==> src/rtl/mem_pkg.sv <==
// ============================================================================
//  Module   : mem_pkg
//  Purpose  : Shared types for the L1-to-memory arbiter: cache/memory request
//             and response structs, block size, arbiter state encoding,
//             performance-counter bundle and a saturating-increment helper.
//  Ports    : none (package)
//  Revision : 1.0 - initial release
// ============================================================================
`default_nettype none

package mem_pkg;

  localparam int BLOCKSIZE = 128;
  localparam int ADDR_W    = 32;

  typedef struct packed {
    logic              Valid;
    logic              Wen;
    logic [ADDR_W-1:0] Addr;
    logic [BLOCKSIZE-1:0] WriteD;
  } CacheToMem_t;

  typedef struct packed {
    logic                 Ready;
    logic [BLOCKSIZE-1:0] ReadD;
  } MemToCache_t;

  typedef struct packed {
    logic [31:0] InsGrants;
    logic [31:0] DatGrants;
    logic [31:0] ContendCycles;
  } ArbStats_t;

  typedef enum logic [1:0] {
    IDLE      = 2'd0,
    GRANT_INS = 2'd1,
    GRANT_DAT = 2'd2,
    RELEASE   = 2'd3
  } arb_state_e;

  // Counters stick at all-ones instead of wrapping.
  function automatic logic [31:0] sat_inc(input logic [31:0] i_val);
    return (i_val == 32'hFFFF_FFFF) ? i_val : i_val + 32'd1;
  endfunction

endpackage

`default_nettype wire

==> src/rtl/mem_arbiter_if.sv <==
// ============================================================================
//  Module   : mem_arbiter_if
//  Purpose  : Bundles the instruction-cache, data-cache and main-memory
//             request/response structs seen by the arbiter.
//  Ports    : InsReq_i/InsResp_o  - L1 instruction cache side
//             DatReq_i/DatResp_o  - L1 data cache side
//             MemReq_o/MemResp_i  - main memory side
//  Modports : slave  - arbiter view
//             master - environment view (caches + memory)
//  Revision : 1.0 - initial release
// ============================================================================
`default_nettype none

interface mem_arbiter_if;
  import mem_pkg::*;

  CacheToMem_t InsReq_i;
  MemToCache_t InsResp_o;
  CacheToMem_t DatReq_i;
  MemToCache_t DatResp_o;
  CacheToMem_t MemReq_o;
  MemToCache_t MemResp_i;

  modport slave (
    input  InsReq_i, DatReq_i, MemResp_i,
    output InsResp_o, DatResp_o, MemReq_o
  );

  modport master (
    output InsReq_i, DatReq_i, MemResp_i,
    input  InsResp_o, DatResp_o, MemReq_o
  );

endinterface

`default_nettype wire

==> src/rtl/mem_arbiter_rr_arb2.sv <==
// ============================================================================
//  Module   : rr_arb2
//  Purpose  : Two-input round-robin arbiter. Bit 0 = instruction cache,
//             bit 1 = data cache. On a tie the requester that did not win
//             last time is granted. The last-grant bit resets to DAT so the
//             instruction cache wins the first tie.
//  Ports    : clk_i, rst_i - clock, synchronous active-high reset
//             i_req[1:0]   - request vector
//             i_accept     - grant is being taken this cycle
//             o_gnt[1:0]   - one-hot (or zero) grant
//  Revision : 1.0 - initial release
// ============================================================================
`default_nettype none

module rr_arb2 (
  input  logic       clk_i,
  input  logic       rst_i,
  input  logic [1:0] i_req,
  input  logic       i_accept,
  output logic [1:0] o_gnt
);

  logic r_last_dat;

  always_comb begin
    o_gnt = i_req;
    if (i_req == 2'b11) begin
      o_gnt = r_last_dat ? 2'b01 : 2'b10;
    end
  end

  always_ff @(posedge clk_i) begin
    if (rst_i) begin
      r_last_dat <= 1'b1;
    end else if (i_accept && (o_gnt != 2'b00)) begin
      r_last_dat <= o_gnt[1];
    end
  end

endmodule

`default_nettype wire

==> src/rtl/mem_arbiter.sv <==
// ============================================================================
//  Module   : mem_arbiter
//  Purpose  : Arbitrates the L1 instruction and data caches onto one main
//             memory port. The winner's request is captured into a holding
//             register which alone drives the memory request; the memory
//             response is passed straight through to the granted cache.
//             Instruction-side requests are always issued as reads.
//  Ports    : clk_i   - clock, rising edge
//             rst_i   - synchronous active-high reset
//             bus     - mem_arbiter_if.slave (cache and memory structs)
//             Stats_o - performance counters (only with MEM_ARB_STATS_EN)
//  Config   : `define MEM_ARB_STATS_EN to add three 32-bit saturating
//             counters (InsGrants, DatGrants, ContendCycles) on Stats_o.
//  Revision : 1.0 - initial release
// ============================================================================
`default_nettype none

module mem_arbiter
  import mem_pkg::*;
(
  input  logic            clk_i,
  input  logic            rst_i,
  mem_arbiter_if.slave    bus
`ifdef MEM_ARB_STATS_EN
  ,
  output ArbStats_t       Stats_o
`endif
);

  arb_state_e            r_state;
  arb_state_e            w_state_nxt;
  logic [1:0]            w_req;
  logic [1:0]            w_gnt;
  logic                  w_accept;
  logic                  w_in_grant;

  logic                  r_wen;
  logic [ADDR_W-1:0]     r_addr;
  logic [BLOCKSIZE-1:0]  r_wdata;

  logic                  w_win_wen;
  logic [ADDR_W-1:0]     w_win_addr;
  logic [BLOCKSIZE-1:0]  w_win_wdata;

  MemToCache_t           w_ins_resp;
  MemToCache_t           w_dat_resp;
  CacheToMem_t           w_mem_req;

  assign w_req = {bus.DatReq_i.Valid, bus.InsReq_i.Valid};

  rr_arb2 u_rr_arb2 (
    .clk_i    (clk_i),
    .rst_i    (rst_i),
    .i_req    (w_req),
    .i_accept (w_accept),
    .o_gnt    (w_gnt)
  );

  // Next-state logic; the arbiter is only consulted in IDLE, so requester
  // Valid changes while a grant is outstanding have no effect.
  always_comb begin
    w_state_nxt = r_state;
    w_accept    = 1'b0;
    case (r_state)
      IDLE: begin
        if (w_gnt[0]) begin
          w_state_nxt = GRANT_INS;
          w_accept    = 1'b1;
        end else if (w_gnt[1]) begin
          w_state_nxt = GRANT_DAT;
          w_accept    = 1'b1;
        end
      end
      GRANT_INS, GRANT_DAT: begin
        if (bus.MemResp_i.Ready) begin
          w_state_nxt = RELEASE;
        end
      end
      RELEASE: w_state_nxt = IDLE;
      default: w_state_nxt = IDLE;
    endcase
  end

  // Winner's fields; the instruction path is read-only.
  always_comb begin
    w_win_wen   = bus.DatReq_i.Wen;
    w_win_addr  = bus.DatReq_i.Addr;
    w_win_wdata = bus.DatReq_i.WriteD;
    if (w_gnt[0]) begin
      w_win_wen   = 1'b0;
      w_win_addr  = bus.InsReq_i.Addr;
      w_win_wdata = bus.InsReq_i.WriteD;
    end
  end

  always_ff @(posedge clk_i) begin
    if (rst_i) begin
      r_state <= IDLE;
      r_wen   <= 1'b0;
      r_addr  <= '0;
      r_wdata <= '0;
    end else begin
      r_state <= w_state_nxt;
      if (w_accept) begin
        r_wen   <= w_win_wen;
        r_addr  <= w_win_addr;
        r_wdata <= w_win_wdata;
      end
    end
  end

  assign w_in_grant = (r_state == GRANT_INS) || (r_state == GRANT_DAT);

  always_comb begin
    w_mem_req        = '0;
    w_mem_req.Valid  = w_in_grant;
    w_mem_req.Wen    = r_wen;
    w_mem_req.Addr   = r_addr;
    w_mem_req.WriteD = r_wdata;
  end

  // Ready is gated by state, so memory Ready in IDLE/RELEASE never leaks.
  always_comb begin
    w_ins_resp.Ready = (r_state == GRANT_INS) && bus.MemResp_i.Ready;
    w_ins_resp.ReadD = bus.MemResp_i.ReadD;
    w_dat_resp.Ready = (r_state == GRANT_DAT) && bus.MemResp_i.Ready;
    w_dat_resp.ReadD = bus.MemResp_i.ReadD;
  end

  assign bus.MemReq_o  = w_mem_req;
  assign bus.InsResp_o = w_ins_resp;
  assign bus.DatResp_o = w_dat_resp;

`ifdef MEM_ARB_STATS_EN
  ArbStats_t r_stats;

  always_ff @(posedge clk_i) begin
    if (rst_i) begin
      r_stats <= '0;
    end else begin
      if (w_accept && w_gnt[0]) begin
        r_stats.InsGrants <= sat_inc(r_stats.InsGrants);
      end
      if (w_accept && w_gnt[1]) begin
        r_stats.DatGrants <= sat_inc(r_stats.DatGrants);
      end
      if ((r_state != IDLE) && (w_req == 2'b11)) begin
        r_stats.ContendCycles <= sat_inc(r_stats.ContendCycles);
      end
    end
  end

  assign Stats_o = r_stats;
`else
  // Counters not built; arbitration is unaffected.
`endif

endmodule

`default_nettype wire

==> src/flat_wrapper.sv <==
// flat-port wrapper written by rule: the top's interface ports become plain ports
module mem_arbiter_flat import mem_pkg::*;
  (clk_i, rst_i, bus_InsReq_i, bus_DatReq_i, bus_MemResp_i, bus_InsResp_o, bus_DatResp_o, bus_MemReq_o);
  mem_arbiter_if bus_i ();
  input  logic clk_i;
  input  logic rst_i;
  input wire logic [$bits(bus_i.InsReq_i)-1:0] bus_InsReq_i;
  input wire logic [$bits(bus_i.DatReq_i)-1:0] bus_DatReq_i;
  input wire logic [$bits(bus_i.MemResp_i)-1:0] bus_MemResp_i;
  output wire logic [$bits(bus_i.InsResp_o)-1:0] bus_InsResp_o;
  output wire logic [$bits(bus_i.DatResp_o)-1:0] bus_DatResp_o;
  output wire logic [$bits(bus_i.MemReq_o)-1:0] bus_MemReq_o;
  assign bus_i.InsReq_i = bus_InsReq_i;
  assign bus_i.DatReq_i = bus_DatReq_i;
  assign bus_i.MemResp_i = bus_MemResp_i;
  assign bus_InsResp_o = bus_i.InsResp_o;
  assign bus_DatResp_o = bus_i.DatResp_o;
  assign bus_MemReq_o = bus_i.MemReq_o;
  mem_arbiter u_core (.clk_i(clk_i), .rst_i(rst_i), .bus(bus_i));
endmodule
==> config.mk <==
export PLATFORM = sky130hd
export DESIGN_NAME = mem_arbiter_flat
export DESIGN_NICKNAME = d
export VERILOG_FILES = /design/src/rtl/mem_pkg.sv /design/src/rtl/mem_arbiter_if.sv /design/src/rtl/mem_arbiter_rr_arb2.sv /design/src/rtl/mem_arbiter.sv /design/src/flat_wrapper.sv
export SDC_FILE = /design/constraint.sdc
export NUM_CORES = 1
export LEC_CHECK = 0
export BUFFER_PORTS_ARGS = -buffer_cell sky130_fd_sc_hd__buf_2
export CORE_AREA = 2 2 345 347
export CTS_CLUSTER_DIAMETER = 80
export DETAILED_ROUTE_END_ITERATION = 7
export DIE_AREA = 0 0 347 349
export PLACE_DENSITY = 0.35
export REMOVE_ABC_BUFFERS = 1
export SLEW_MARGIN = 20
export SYNTH_ARGS = -nofsm -noshare
export SYNTH_HDL_FRONTEND = slang
export SYNTH_SLANG_ARGS = --single-unit
export TNS_END_PERCENT = 50
==> constraint.sdc <==
create_clock -name clk_i -period 4.6 [get_ports clk_i]
set_input_delay 0.23 -clock clk_i [delete_from_list [all_inputs] [get_ports clk_i]]
set_output_delay 0.23 -clock clk_i [all_outputs]
set_load 0.02 [all_outputs]
==> results.json, run 1 <==
{
  "max_slew_margin_pct": 35.54,
  "synth_async_sr_flop_share_pct": 0,
  "slew_viol_final": 0,
  "cts.clk_slew.worst_paths_ns": 0.07,
  "yosysSeqAreaShare_pct": 33.88,
  "r2r_start": "u_core.r_state[0]",
  "power_density_nw_per_um2": 496.4,
  "slowest_delay_ns": 0.59,
  "numPortBuffers": 489,
  "antenna_violating_nets_post_route": 0,
  "cap_violations": 0,
  "track_usage_pct": 16.37,
  "synth_area_sq_um": 9692,
  "synth_top_cell_by_area": "dfxtp_1",
  "grt.overflow.total": 0,
  "syn_to_final_growth_pct": 59.85,
  "drt-initial-drc-count": 921,
  "status": "complete, no violations",
  "layout-drive-gt1-share_pct": 32.15,
  "r2r-end": "u_core.r_wdata[54]",
  "synth_top_area_share_pct": 33.88,
  "row_count": 126,
  "fmax_mhz": 329.3,
  "dp_hpwl_microns": 80630,
  "crit_slowest_cell": "dlygate4sd3_1",
  "syn_area_per_cell_sq_um": 7.951,
  "fin_nets": 2132,
  "gp_congestion": 0.8850,
  "antenna_found_initial": 1,
  "wl_per_cell_microns": 31.70,
  "critPathKind": "register to register",
  "vdd_drop_max_mv": 0.3184,
  "core_sq_um": 117500,
  "io_pins": 875,
  "wirelength_microns": 102200,
  "min_period_ns": 3.036,
  "synth_edf_count": 0,
  "initial_core_util_pct": 8.252,
  "die-area_sq_um": 121100,
  "place_inst": 2877,
  "root_buffer": "clkbuf_16",
  "synthFlopType": "dfxtp_1",
  "rsz0062_at_grt": "no",
  "hold_viol": 0,
  "finalSetupViolCount": 0,
  "drcViolationCount": 0,
  "ys_types": 29,
  "numCtsBuffers": 17,
  "cp-startpoint": "u_core.r_state[0]",
  "reg2reg_slack_ns": 1.56,
  "netlist_instances": 1219,
  "endpoint": "u_core.r_wdata[54]",
  "grt_pass1_wl_microns": 127300,
  "hold_class": "primary input to register",
  "die_h_microns": 349,
  "clockBufferDepth": 2,
  "crit_arrival_ns": 3.48,
  "dp_slack_ns": 2.000,
  "viasPerCell": 3.676,
  "tightest_slew_ns": 0.9669,
  "num-fill-cells": 13620,
  "p_leak_uw": 0.006475,
  "fin_skew_ns": 0.02460,
  "die_w_microns": 347,
  "critical_path.cell_chain": "inv_1 -> ha_1 -> o21a_4 -> buf_12 -> buf_4 -> nor2_1 -> a311oi_1 -> dlygate4sd3_1",
  "yosysWarnings": 0,
  "synth_top_cells_by_count": "263 x buf_4, 164 x dfxtp_1, 162 x nor2_1",
  "clock_sinks": 164,
  "cts_tree": "built",
  "setup.worst_path.end_class": "register",
  "worstRegToRegCells": 8,
  "fin_ws_ns": 1.564,
  "synth.most_common_cell": "buf_4",
  "dr.pass1.iters": 5,
  "power_uw": 7691,
  "grt_pass1_vias": 11310,
  "cts_max_level": 4,
  "synth_area_leaders": "dfxtp_1 34%, buf_4 20%, a311oi_1 14%",
  "cp-start-kind": "register",
  "timing.final.crit_share_pct": 66.01,
  "route.vias.total": 11850,
  "grt_max_degree": 105,
  "fin_cells": 3223,
  "required_ns": 5.04,
  "ys_ff_latch": 164,
  "path_max_fanout": 46,
  "clk-insertion-delay-late_ns": 0.52
}
==> repair_timing <==
item                      CTS  global route
hold buffers              313             0
setup buffers               0             0
hold endpoints to repair  161             0
gates resized for setup     0             0
==> per-stage QoR <==
step / setup TNS, ns / utilization, % / hold slack [ns] / instance area, sq um
after floorplan: -314.35 / - / 0.2979 / 7108
after global routing: 0 / 13.19 / 0.03985 / 15490
after global placement: 0 / 10.01 / 0.4559 / 11760
after detailed placement: 0 / 10.01 / 0.4608 / 11760
after CTS: 0 / 13.19 / 0.007527 / 15490
final: 0 / 13.19 / 0.06295 / 15490
==> logic make-up (layout without fill, tap and decap cells) <==
| logic type | Yosys count | count (layout) | synth area share, % |
|---|---|---|---|
| buffers and inverters | 386 | 853 | 26.78 |
| and+or+nand+nor | 336 | 336 | 15.41 |
| AOI/OAI and AO/OA | 328 | 328 | 23.32 |
| DFF | 164 | 164 | 33.88 |
| adders and majority gates | 4 | 4 | 0.5164 |
| muxes | 1 | 1 | 0.1033 |
| other | 0 | 1 | 0 |
==> power breakdown <==
part           switching, uW  total (uW)  internal (uW)
registers                269        2210           1940
logic                   2270        3860           1590
clock network            798        1620            819
==> sequential cells by signal (all words and copies together), names as in the netlist <==
register and flops:
u_core.u_rr_arb2.r_last_dat 1, u_core.r_wdata 128, u_core.r_wen 1, u_core.r_state 2
u_core.r_addr 32
==> placed cells by master, fill, tap and decap left out <==
master,n
and2_1,4
inv_6,5
a2111oi_0,1
nor2_1,162
buf_12,10
dfxtp_1,164
nand4_1,1
inv_1,2
bufinv_16,2
nor2b_1,2
a311oi_2,1
a311oi_1,159
diode_2,1
buf_4,6
o21a_4,1
ha_1,4
o21ai_0,60
nand2b_1,2
buf_2,487
dlygate4sd3_1,313
and3_1,1
or2_2,1
nand2_1,1
nand2b_4,1
clkbuf_16,17
a31oi_1,1
buf_6,2
o21ai_1,100
clkinv_2,2
mux2i_1,1
a211o_1,1
nand3_1,160
clkbuf_1,1
inv_8,4
a21oi_1,4
clkinvlp_4,2
nor2b_4,1
==> metal layers <==
layer  GRT usage (%)  share of wire, %  vias to the layer above
li1                -                 -                     5034
met1           13.55                30                     5498
met2           22.87                40                     1190
met3           19.18                24                       98
met4           5.883               3.5                       29
met5           13.69               2.3                        -
==> worst min-delay path by stage <==
stage                                  from                  to  slack (ns)  depth (start not counted)
after detailed placement  bus_MemResp_i[43]   bus_InsResp_o[43]        0.46                          0
final                      bus_DatReq_i[88]  u_core.r_wdata[88]        0.06                          3
after CTS                  bus_DatReq_i[88]  u_core.r_wdata[88]       0.008                          3
after global placement         u_core.r_wen        u_core.r_wen        0.46                          2
after floorplan                       rst_i   u_core.r_wdata[5]        0.30                          1
after global routing       bus_DatReq_i[88]  u_core.r_wdata[88]        0.04                          3
==> area by class of cell <==
cell class	count	area, sq um	area share [%]
inverter	3	16.27	0.1050
timing repair buffer	818	5838	37.68
sequential	164	3283	21.19
clock buffer	18	429.2	2.770
antenna	1	2.502	0.01615
clock inverter	14	165.2	1.066
tap	1536	1922	12.41
multi-input combinational	669	3836	24.76
==> critical path: cells and delay by family (launching register included) <==
kind                     cells  cell delay (ns)
AO/OA/AOI/OAI                2             0.83
adder cells (fa/ha/maj)      1             0.32
buffers and inverters        4             1.39
flip-flops                   1             0.32
AND/OR/NAND/NOR              1             0.08
(Power assumes the default switching activity.)
==> run 2, diff against run 1 <==
--- a/config.mk
+++ b/config.mk
@@ -6,11 +6,11 @@
 export NUM_CORES = 1
 export LEC_CHECK = 0
 export BUFFER_PORTS_ARGS = -buffer_cell sky130_fd_sc_hd__buf_2
-export CORE_AREA = 2 2 345 347
+export CORE_AREA = 2 2 342 344
 export CTS_CLUSTER_DIAMETER = 80
 export DETAILED_ROUTE_END_ITERATION = 7
-export DIE_AREA = 0 0 347 349
-export PLACE_DENSITY = 0.35
+export DIE_AREA = 0 0 344 346
+export PLACE_DENSITY = 0.36
 export REMOVE_ABC_BUFFERS = 1
 export SLEW_MARGIN = 20
 export SYNTH_ARGS = -nofsm -noshare
==> constraint.sdc (replaced) <==
create_clock -name clk_i -period 2.5 [get_ports clk_i]
set_input_delay 0.125 -clock clk_i [delete_from_list [all_inputs] [get_ports clk_i]]
set_output_delay 0.125 -clock clk_i [all_outputs]
set_load 0.02 [all_outputs]
==> run 2 against run 1 <==
Against the previous run:
- sequential share of layout area is 0.79 points lower
- first-iteration DRC count shrank 2.2%
- die area shrank 1.7%
- sequential power increased by 85%
- total power is 93% higher
- clock-buffer cell count stayed put
- utilization is 0.75 points higher
==> results.json, run 2 (synthesis results as in run 1) <==
{
  "finalSetupViolCount": 0,
  "cts_tree": "built",
  "numCtsBuffers": 17,
  "dp_slack_ns": 0.5565,
  "core_sq_um": 115400,
  "clk-insertion-delay-late_ns": 0.52,
  "antenna_found_initial": 5,
  "slew_viol_final": 0,
  "numPortBuffers": 489,
  "dr.pass1.iters": 6,
  "fin_nets": 2177,
  "fin_cells": 3257,
  "clockBufferDepth": 2,
  "track_usage_pct": 17.19,
  "grt_max_degree": 83,
  "rsz0062_at_grt": "no",
  "die_h_microns": 346,
  "die-area_sq_um": 119000,
  "regMostFlops": "u_core.r_wdata",
  "max_slew_margin_pct": 35.58,
  "min_period_ns": 2.365,
  "timing.final.crit_share_pct": 94.61,
  "syn_to_final_growth_pct": 66.07,
  "grt_pass1_wl_microns": 129900,
  "multi_input_comb_area_sq_um": 3849,
  "wl_per_cell_microns": 33.05,
  "die_w_microns": 344,
  "fmax_mhz": 422.8,
  "setup.worst_path.end_class": "register",
  "status": "complete, no violations",
  "gp_congestion": 0.8593,
  "layout_common_cells": "487 x buf_2, 333 x dlygate4sd3_1, 163 x dfxtp_1, 162 x nor2_1, 160 x nand3_1",
  "largestRegisters": "u_core.r_wdata x128, u_core.r_addr x32, u_core.r_state x2",
  "crit_arrival_ns": 2.81,
  "grt.overflow.total": 0,
  "crit_slowest_cell": "dlygate4sd3_1",
  "hold_viol": 0,
  "required_ns": 2.94,
  "cts.clk_slew.worst_paths_ns": 0.08,
  "crit_top_cell": "buf_12",
  "layout-drive-gt1-share_pct": 32.87,
  "critical_path.cell_chain": "inv_1 -> ha_4 -> o21a_4 -> buf_12 -> buf_12 -> nor2_1 -> a311oi_1 -> dlygate4sd3_1",
  "drcViolationCount": 0,
  "fin_tns_setup_ns": 0,
  "power_density_nw_per_um2": 921.9,
  "p_leak_uw": 0.006737,
  "dp_hpwl_microns": 85150,
  "cts_max_level": 4,
  "drt-initial-drc-count": 901,
  "fin_skew_ns": 0.01519,
  "initial_core_util_pct": 8.397,
  "hold_class": "primary input to register",
  "route.vias.total": 12060,
  "row_count": 125,
  "place_inst": 2884,
  "slowest_delay_ns": 0.60,
  "vdd_drop_max_mv": 0.5722,
  "root_buffer": "clkbuf_16",
  "cp-start-kind": "register",
  "clock_sinks": 164,
  "io_pins": 875,
  "wirelength_microns": 107600,
  "viasPerCell": 3.702,
  "tightest_slew_ns": 0.9663,
  "fin_ws_ns": 0.1348,
  "cap_violations": 0,
  "largest_register_ff_count": 128,
  "path_max_fanout": 36,
  "antenna_violating_nets_post_route": 0,
  "grt_pass1_vias": 11430,
  "critPathKind": "register to register",
  "regArea_sq_um": 3284,
  "power_uw": 14840,
  "final_common_cell": "buf_2",
  "num-fill-cells": 13400
}
[run 2: cell count changes in the layout (fill, tap and decap cells not counted), sizes merged, moves of 2 or more]
cell	delta
buf	+21
dlygate4sd3	+20
clkinv	+2
clkbuf	+4
[run 2: what timing repair did]
item	4_1_cts	5_1_grt
gates resized for setup	0	7
hold buffers	333	0
buffers inserted	0	2
endpoints found under the setup margin	0	102
endpoints found under the hold margin	161	0
[run 2: where the power goes]
part / leakage [uW] / switching, uW / internal [uW] / total [uW]
registers: 0.00136 / 512 / 3580 / 4090
clock network: 0.000300 / 1540 / 1530 / 3070
logic: 0.00507 / 4430 / 3250 / 7680
total: 0.00674 / 6480 / 8360 / 14800
[run 2: area by class of cell]
| type | count | area share (%) |
|---|---|---|
| timing repair buffer | 863 | 39.85 |
| clock inverter | 14 | 1.189 |
| tap | 1524 | 11.85 |
| multi-input combinational | 669 | 23.91 |
| antenna | 2 | 0.03109 |
| inverter | 3 | 0.1011 |
| clock buffer | 18 | 2.666 |
| sequential | 164 | 20.41 |
[run 2: metal layers]
metal | global-route usage, % | wire (microns) | vias up
li1 | - | - | 5129
met1 | 14.16 | 32680 | 5593
met2 | 24.40 | 43920 | 1162
met3 | 19.53 | 24830 | 135
met4 | 6.557 | 3828 | 37
met5 | 13.97 | 2365 | -
[run 2: worst max-delay path: cells and delay by family (launching register included)]
| kind | cells | cell delay (ns) |
|---|---|---|
| AND/OR/NAND/NOR | 1 | 0.06 |
| adder cells (fa/ha/maj) | 1 | 0.21 |
| flip-flops | 1 | 0.32 |
| AO/OA/AOI/OAI | 2 | 0.42 |
| buffers and inverters | 4 | 1.23 |
[run 2: worst paths after layout]
path / startpoint / endpoint / slack (ns) / depth (start not counted)
min reg2reg: u_core.r_wen / u_core.r_wen / 0.50 / 2
max: u_core.r_state[0] / u_core.r_wdata[67] / 0.13 / 8
min: bus_DatReq_i[44] / u_core.r_wdata[44] / 0.04 / 3
max reg2reg: u_core.r_state[0] / u_core.r_wdata[67] / 0.13 / 8
[run 2: through the flow]
step / hold WS, ns / cell area [sq um] / util (%)
floorplan: 0.1929 / 7108 / -
global placement: 0.2504 / 11980 / 10.38
detailed placement: 0.2504 / 11980 / 10.38
CTS: 0.01897 / 15930 / 13.80
global route: 0.02775 / 16100 / 13.94
finish: 0.03978 / 16100 / 13.94
